File: src/rtl/asteroids_pkg.sv
// asteroids_pkg: shared screen geometry, coordinate widths and hit tracker states.
package asteroids_pkg;
    localparam int X_W = 8;
    localparam int Y_W = 7;
    localparam logic [X_W-1:0] SCREEN_W = 8'd160;
    localparam logic [Y_W-1:0] SCREEN_H = 7'd120;
    typedef enum logic [1:0] {PLAY, INVULN, GAME_OVER} hit_state_t;
endpackage

File: src/rtl/frame_hit_accumulator.sv
// frame_hit_accumulator: folds raster overlap hits into one per-frame hit flag and first-hit coordinate.
module frame_hit_accumulator
    import asteroids_pkg::*;
(
    input  logic           clock,
    input  logic           reset,
    input  logic           restart,
    input  logic           frame_start,
    input  logic           frame_done,
    input  logic           hit_valid,
    input  logic [X_W-1:0] hit_x,
    input  logic [Y_W-1:0] hit_y,
    output logic           frame_eval,
    output logic           eval_hit,
    output logic [X_W-1:0] eval_x,
    output logic [Y_W-1:0] eval_y
);
    logic           frame_open;
    logic           frame_hit;
    logic [X_W-1:0] pending_x;
    logic [Y_W-1:0] pending_y;
    logic           hit_now;
    logic           new_hit;

    assign hit_now    = hit_valid && hit_x < SCREEN_W && hit_y < SCREEN_H;
    assign frame_eval = frame_done && frame_open;
    // A hit coincident with frame_done still belongs to the closing frame.
    assign eval_hit   = frame_hit || hit_now;
    assign eval_x     = frame_hit ? pending_x : hit_x;
    assign eval_y     = frame_hit ? pending_y : hit_y;
    assign new_hit    = frame_start ? hit_now && !frame_done : frame_open && hit_now && !frame_hit;

    always_ff @(posedge clock or posedge reset) begin
        if (reset) begin
            frame_open <= 1'b0;
            frame_hit  <= 1'b0;
            pending_x  <= '0;
            pending_y  <= '0;
        end else if (restart) begin
            frame_open <= 1'b0;
            frame_hit  <= 1'b0;
            pending_x  <= '0;
            pending_y  <= '0;
        end else begin
            frame_open <= frame_start || (frame_open && !frame_done);
            frame_hit  <= frame_start || frame_done ? new_hit : frame_hit || new_hit;
            if (new_hit) begin
                pending_x <= hit_x;
                pending_y <= hit_y;
            end
        end
    end
endmodule

File: src/rtl/hit_event_tracker.sv
// hit_event_tracker: per-frame collision decision with lives/invulnerability/game-over FSM.
// Optional frame-survived score counter enabled by HIT_EVENT_SCORE_EN.
module hit_event_tracker
    import asteroids_pkg::*;
#(
    parameter int LIVES_INIT    = 3,
    parameter int INVULN_FRAMES = 60
) (
    input  logic           clock,
    input  logic           reset,
    input  logic           frame_start,
    input  logic           frame_done,
    input  logic           hit_valid,
    input  logic [X_W-1:0] hit_x,
    input  logic [Y_W-1:0] hit_y,
    input  logic           restart,
    output logic           collision,
    output logic [X_W-1:0] first_x,
    output logic [Y_W-1:0] first_y,
    output logic [2:0]     lives,
    output logic           invuln,
    output logic           game_over,
    output logic [15:0]    score
);
    logic           frame_eval;
    logic           eval_hit;
    logic [X_W-1:0] eval_x;
    logic [Y_W-1:0] eval_y;
    hit_state_t     state, state_n;
    logic [7:0]     inv_cnt, inv_cnt_n;
    logic [2:0]     lives_n;
    logic [X_W-1:0] first_x_n;
    logic [Y_W-1:0] first_y_n;
    logic           collision_n;

    frame_hit_accumulator u_acc (
        .clock       (clock),
        .reset       (reset),
        .restart     (restart),
        .frame_start (frame_start),
        .frame_done  (frame_done),
        .hit_valid   (hit_valid),
        .hit_x       (hit_x),
        .hit_y       (hit_y),
        .frame_eval  (frame_eval),
        .eval_hit    (eval_hit),
        .eval_x      (eval_x),
        .eval_y      (eval_y)
    );

    always_ff @(posedge clock or posedge reset) begin
        if (reset) begin
            state     <= PLAY;
            inv_cnt   <= '0;
            lives     <= 3'(LIVES_INIT);
            first_x   <= '0;
            first_y   <= '0;
            collision <= 1'b0;
        end else begin
            state     <= state_n;
            inv_cnt   <= inv_cnt_n;
            lives     <= lives_n;
            first_x   <= first_x_n;
            first_y   <= first_y_n;
            collision <= collision_n;
        end
    end

    always_comb begin
        state_n     = state;
        inv_cnt_n   = inv_cnt;
        lives_n     = lives;
        first_x_n   = first_x;
        first_y_n   = first_y;
        collision_n = 1'b0;
        if (restart) begin
            state_n   = PLAY;
            inv_cnt_n = '0;
            lives_n   = 3'(LIVES_INIT);
            first_x_n = '0;
            first_y_n = '0;
        end else if (frame_eval && state == PLAY && eval_hit) begin
            collision_n = 1'b1;
            lives_n     = lives - 3'd1;
            first_x_n   = eval_x;
            first_y_n   = eval_y;
            state_n     = lives == 3'd1 ? GAME_OVER : INVULN;
            inv_cnt_n   = 8'(INVULN_FRAMES);
        end else if (frame_eval && state == INVULN) begin
            inv_cnt_n = inv_cnt == 8'd0 ? 8'd0 : inv_cnt - 8'd1;
            state_n   = inv_cnt <= 8'd1 ? PLAY : INVULN;
        end
    end

    assign invuln    = state == INVULN;
    assign game_over = state == GAME_OVER;

`ifdef HIT_EVENT_SCORE_EN
    always_ff @(posedge clock or posedge reset) begin
        if (reset)
            score <= '0;
        else if (restart)
            score <= '0;
        else if (frame_eval && state == PLAY && !eval_hit && score != 16'hFFFF)
            score <= score + 16'd1;
    end
`else
    assign score = '0;
`endif
endmodule

File: config.mk
export PLATFORM = sky130hd
export DESIGN_NAME = hit_event_tracker
export DESIGN_NICKNAME = d
export VERILOG_FILES = /design/src/rtl/asteroids_pkg.sv /design/src/rtl/frame_hit_accumulator.sv /design/src/rtl/hit_event_tracker.sv
export SDC_FILE = /design/constraint.sdc
export NUM_CORES = 1
export LEC_CHECK = 0
export CAP_MARGIN = 20
export CORE_ASPECT_RATIO = 0.6
export CORE_UTILIZATION = 50
export DETAILED_ROUTE_END_ITERATION = 8
export PLACE_DENSITY = 0.79
export SYNTH_ARGS = -nofsm -noshare
export SYNTH_HDL_FRONTEND = slang
export SYNTH_HIERARCHICAL = 1
export SYNTH_SLANG_ARGS = --single-unit
File: constraint.sdc
create_clock -name clock -period 2.6 [get_ports clock]
set_input_delay 0.52 -clock clock [delete_from_list [all_inputs] [get_ports clock]]
set_output_delay 0.52 -clock clock [all_outputs]
set_load 0.01 [all_outputs]
Word level (Yosys, flattened, before mapping) --
Index checks and enable logic that the tools add are counted.
Word-level totals: bits in registers 46, input bits 21, output and inout port bits 37
Operators by class: $add $sub $neg 2, $lt $le $gt $ge 3, eq/ne operators 3, mux-type cells 27, reduce and logical (&&, ||, !) cells 21
Operators with widths (count):
- 2-to-1 mux 8 bit | 9
- 2-to-1 mux 7 bit | 5
- logical AND 1 bit | 10
- less-or-equal comparator 8 x 1 -> 1 bit, second input constant | 1
- zero test 8 bit | 1
- < comparator 8 bit, second input constant | 1
- 2-to-1 mux 2 bit | 4
- subtractor 8 x 1 -> 8 bit, second input constant | 1
- < comparator 7 bit, second input constant | 1
- 2-to-1 mux 1 bit | 7
- 2-to-1 mux 3 bit | 2
- logical OR 1 bit | 4
- nonzero test 2 bit | 2
- equality test 3 x 1 -> 1 bit, second input constant | 1
- nonzero test 3 bit | 1
- subtractor 3 x 1 -> 3 bit, second input constant | 1
- equality test 2 x 1 -> 1 bit, second input constant | 1
- equality test 2 bit, second input constant | 1
- zero test 1 bit | 2
- zero test 2 bit | 1

Longest topological paths before layout --
depth after elaboration 9, mapped depth 7

Modules after synthesis --
The synthesis kept the hierarchy.
By module, submodules not included:
- hit_event_tracker | instances 1, cells an instance 171, area each 1529.0 sq um
- frame_hit_accumulator | instances 1, cells an instance 97, area each 1134.8 sq um

Least setup slack after synthesis --
Ideal clock, no wire load.
path type input port to flip-flop, start in frame_done, end reg inv_cnt[7], arrival 2124 ps, path slack 382 ps, stages 5, path buffers 0, cell sequence and2_1 -> or2b_1 -> or4b_4 -> or4b_1 -> a211oi_1
On the way: longest elaborated chain between the ends 5, elaborated cells on any way between the ends 7, those cells by class mux (2); reduce/logical (5)
Ends and longest elaborated chain:
- start, declared | RTL line hit_event_tracker.sv:12 | input logic frame_done,
- logical AND 1 bit (*) | RTL line frame_hit_accumulator.sv:26 | assign frame_eval = frame_done && frame_open;
- logical AND 1 bit (2 in series) | RTL line hit_event_tracker.sv:82 | end else if (frame_eval && state == PLAY && eval_hit) begin
- 2-to-1 mux 8 bit | RTL line hit_event_tracker.sv:82
- 2-to-1 mux 8 bit | RTL line hit_event_tracker.sv:76 | if (restart) begin
- end signal, assigned | RTL line hit_event_tracker.sv:61 | inv_cnt <= inv_cnt_n;
- end, declared | RTL line hit_event_tracker.sv:30 | logic [7:0] inv_cnt, inv_cnt_n;
Every way passes the cells marked *; elsewhere a longest branch is shown, timed or not. A chain may end at the register's enable or synchronous reset.

Worst setup path after layout --
start in hit_x[6], end reg inv_cnt[7]
On the way: longest elaborated chain between the ends 7, elaborated cells on any way between the ends 8, those cells by class order compare (1); mux (2); reduce/logical (5)
Ends and longest elaborated chain:
- start, declared | RTL line hit_event_tracker.sv:14 | input logic [X_W-1:0] hit_x,
- < comparator 8 bit (*) | RTL line frame_hit_accumulator.sv:25 | assign hit_now = hit_valid && hit_x < SCREEN_W && hit_y < SCREEN_H;
- logical AND 1 bit (*) (2 in series) | RTL line frame_hit_accumulator.sv:25
- logical OR 1 bit (*) | RTL line frame_hit_accumulator.sv:28 | assign eval_hit = frame_hit || hit_now;
- via eval_hit | RTL line hit_event_tracker.sv:26 | logic eval_hit;
- logical AND 1 bit (*) | RTL line hit_event_tracker.sv:82
- 2-to-1 mux 8 bit | RTL line hit_event_tracker.sv:82
- 2-to-1 mux 8 bit | RTL line hit_event_tracker.sv:76
Mark *: on every way through the listed nets, which the timed path passes. The rest lies on a longest branch.

==> results.txt <==
- Cts bufs inserted: 5
- Number of antenna cells inserted: 0
* Cell Area, Synth: roughly 2700 um^2
- For this run, the share of the core covered by cells in the final layout is 64.26%.
- Cell area after placement: approximately 3200 um^2
- The netlist uses 51 different library cells.
- In the final routed layout, each cell accounts on average for 14.25 um.
- Width of the die: approximately 96 um
- Most used cells in the layout excluding fill and tap cells: dfrtp_1, clkdlybuf4s50_1, nand2_1
- The flow ran to the end, and the final reports show no timing, DRC or antenna violations.
* Worst slew pin tran: just under 0.7 ns
- With fillers left out, the area of the finished cells amounts to 3281 um^2.
- Layout net count: approximately 350
- Of all nets on the critical path, the largest fanout is 3.
- Share of synthesized registers carrying an async set or reset: 100.0%
- Summed over all nets, the half-perimeter wirelength after detailed placement is roughly 4100 um.
- Type of the setup path with the least slack: in2reg
* Number of input and output port buffers inserted: 41
- Setup violations remaining at the end of the flow were counted as 0.
- Counting every sink on the clock net gives 46.
- Layout filler cell count: 441
- Endpoint kind of the worst setup timing path: flip-flop
- Summing the sequential cell areas from Yosys gives 43.31% of the chip area.
- The final count of pins violating max slew was 0.
- Static leakage: between 1 and 1.5 nW
* Cell count after synthesis: 268
- Number of synthesized register bits: 46
- Area inside the core boundary: 5105 um^2
- Post-Route Skew: 0.005541 ns
* Number of resized instances in the post-cts repair step: 0
- The number of global-route vias before repair was slightly above 2000.
- Post-synth EDFFs: 0
- Most frequent standard cell in the layout excluding fill and tap cells: dfrtp_1
- The cell sitting at the root of the clock tree is a clkbuf_8.
- After clock tree synthesis, the clock-pin slew on the worst setup and hold paths is roughly 0.090 ns.
- Critical path startpoint category: primary input
- Dividing the detail-routed via count by the number of cells gives roughly 5.
* Antenna Violating Nets Remaining: 0
- After synthesis, the largest area contributor takes up 41.33% of total cell area.
- Layout overhead on the synthesized area: 23.16%
- Vias: 1976
- The first routing iteration left 92 violations.
- Hold repair after CTS inserted 0 buffers.
- Post-CTS Setup Bufs: 0
* Ratio of cells with drive above 1 in the final layout: a little under a quarter
- In the routed design, unresolved DRC markers number 0.
- The tool flagged a number of max-cap violations equal to 0.
* Data required, critical path: 2.80 ns
- The worst path needs about 2.5 ns of the cycle, external delays included.
- By area the synthesized netlist is led by dfrtp_1, mux2_2, mux2i_1.
- Mean instance size in the synthesized netlist: 9.940 um^2
- The clock reaches the later pin of the worst-skew pair after 0.30 ns.
- Yosys warnings: 6
- Peak ir drop on the vdd network: 0.2214 mV
- Classification of the worst-slack hold path: reg2reg
- Post-synthesis cell type with the largest combined area: dfrtp_1
- The floorplan has 20 rows.
- Total power density per cell area: 431.6 nW/um^2
* Final wirelength: around 5600 um
- Wire length of the first global-routing pass: roughly 9100 um
* Detailed Routing Iterations Pass 1: 4
- In this run the tightest slew margin relative to its limit is 54.11%.
* Highest achievable clock rate: between 0.3 and 0.4 GHz
- The congestion estimate from routability-driven global placement came to 0.8616.
* Die span in y: 58.54 um
- The H-tree was split into 2 levels.
- In the finished design, the share of the clock period the worst path needs comes to between 90% and 100%.
- Initial standard-cell utilization of the core: between 50 and 60%
* TritonCTS clock tree: yes
* Initial antenna violation count: 0
- Overall die area: 5633 um^2
- RSZ-0062 raised after global routing: no
- Total grt overflow: 0
- Signal arrival time at the worst endpoint: roughly 2.7 ns
- Main flop type after synthesis: dfrtp_1
- IO Pins: 58
* Final hold violation count: 0
- Entering global routing, the biggest net connects 43 pins.
* Overall fraction of global-route tracks in use: 21.45%
- Max Buffers Root-to-Sink: 2
==> logic make-up (layout without fill, tap and decap cells) <==
kind of cell / Yosys count / after routing / synth area share [%]
buffers and inverters: 39 / 81 / 9.206
DFF: 46 / 46 / 43.31
adders and majority gates: 4 / 4 / 1.879
other: 1 / 16 / 0.1408
and+or+nand+nor: 102 / 102 / 22.36
xor gates and xnor gates: 2 / 2 / 0.6577
muxes: 30 / 30 / 11.98
AOI/OAI and AO/OA: 44 / 44 / 10.47
==> routing by layer <==
layer,track usage (%),up-vias,part of all wire (%)
met2,35.87,48,47
met5,0,-,0
li1,-,981,-
met3,6.072,4,4.5
met4,3.412,0,0.48
met1,28.51,943,48
==> report_power, final <==
part	switching [mW]	internal, mW	total (mW)
registers	0.0121	0.733	0.746
clock network	0.235	0.215	0.450
logic	0.107	0.113	0.220
total	0.354	1.06	1.42
==> cells in the mapped netlist (all sizes together) (2+ instances only) <==
library cell   n
mux2i         15
inv            9
nor3b          3
a21o           2
nor2b          5
mux2          15
nand2b        12
buf           23
xnor2          2
nor2          12
o31ai          2
a211o          2
ha             4
nand2         37
clkbuf         7
dfstp          2
or2b          21
nand3          2
dfrtp         44
or4b           2
a31oi          2
a21oi         23
o21ai          5
==> metrics by stage <==
| step | power [mW] | hold slack [ns] | setup TNS (ns) | setup WS (ns) | std cells |
|---|---|---|---|---|---|
| 4_1_cts | 1.424 | 0.5183 | 0 | 0.1016 | 391 |
| 6_report | 1.416 | 0.5224 | 0 | 0.09266 | 391 |
| 3_5_place_dp | 0.9802 | 0.4998 | -0.2785 | -0.2332 | 383 |
| 2_1_floorplan | 0.9051 | 0.4461 | 0 | 0.3819 | 283 |
| 3_3_place_gp | 0.9741 | 0.4975 | -0.1246 | -0.1246 | 383 |
| 5_1_grt | 1.476 | 0.5525 | 0 | 0.03741 | 391 |
==> worst max-delay path, cell delays in order <==
cell and delay [ns]:
clkdlybuf4s50_1 0.47, o21ai_2 0.21, a31o_2 0.19, nor2_1 0.07, or4b_4 0.52, or4b_1 0.47
a211oi_1 0.26
==> registers in the layout (all words and copies together), names as in the netlist <==
signal and count:
collision 1, lives 3, state 2, u_acc/pending_y 7, u_acc/pending_x 8, first_x 8
first_y 7, u_acc/frame_hit 1, inv_cnt 8, u_acc/frame_open 1
==> worst paths after layout <==
kind	start	end	depth (start not counted)	slack, ns
worst max-delay path	hit_x[6]	inv_cnt[7]$_DFFE_PP0P_	7	0.09
worst min-delay path	inv_cnt[1]$_DFFE_PP0P_	inv_cnt[1]$_DFFE_PP0P_	2	0.52
worst max register to register	inv_cnt[0]$_DFFE_PP0P_	inv_cnt[7]$_DFFE_PP0P_	4	0.45
worst min register to register	inv_cnt[1]$_DFFE_PP0P_	inv_cnt[1]$_DFFE_PP0P_	2	0.52
max in group asynchronous	reset	u_acc/pending_y[4]$_DFFE_PP0P_	2	1.52
min in group asynchronous	reset	first_y[1]$_DFFE_PP0P_	3	0.61
==> area by class of cell <==
cell class / count / area (um^2) / share of cell area, %
clock buffer: 7 / 86.33 / 2.632
tap: 66 / 82.58 / 2.517
clock inverter: 1 / 5.005 / 0.1526
inverter: 9 / 33.78 / 1.030
multi-input combinational: 198 / 1336 / 40.73
sequential: 46 / 1154 / 35.16
timing repair buffer: 64 / 583.1 / 17.77
Power figures use the tool's default switching activity.
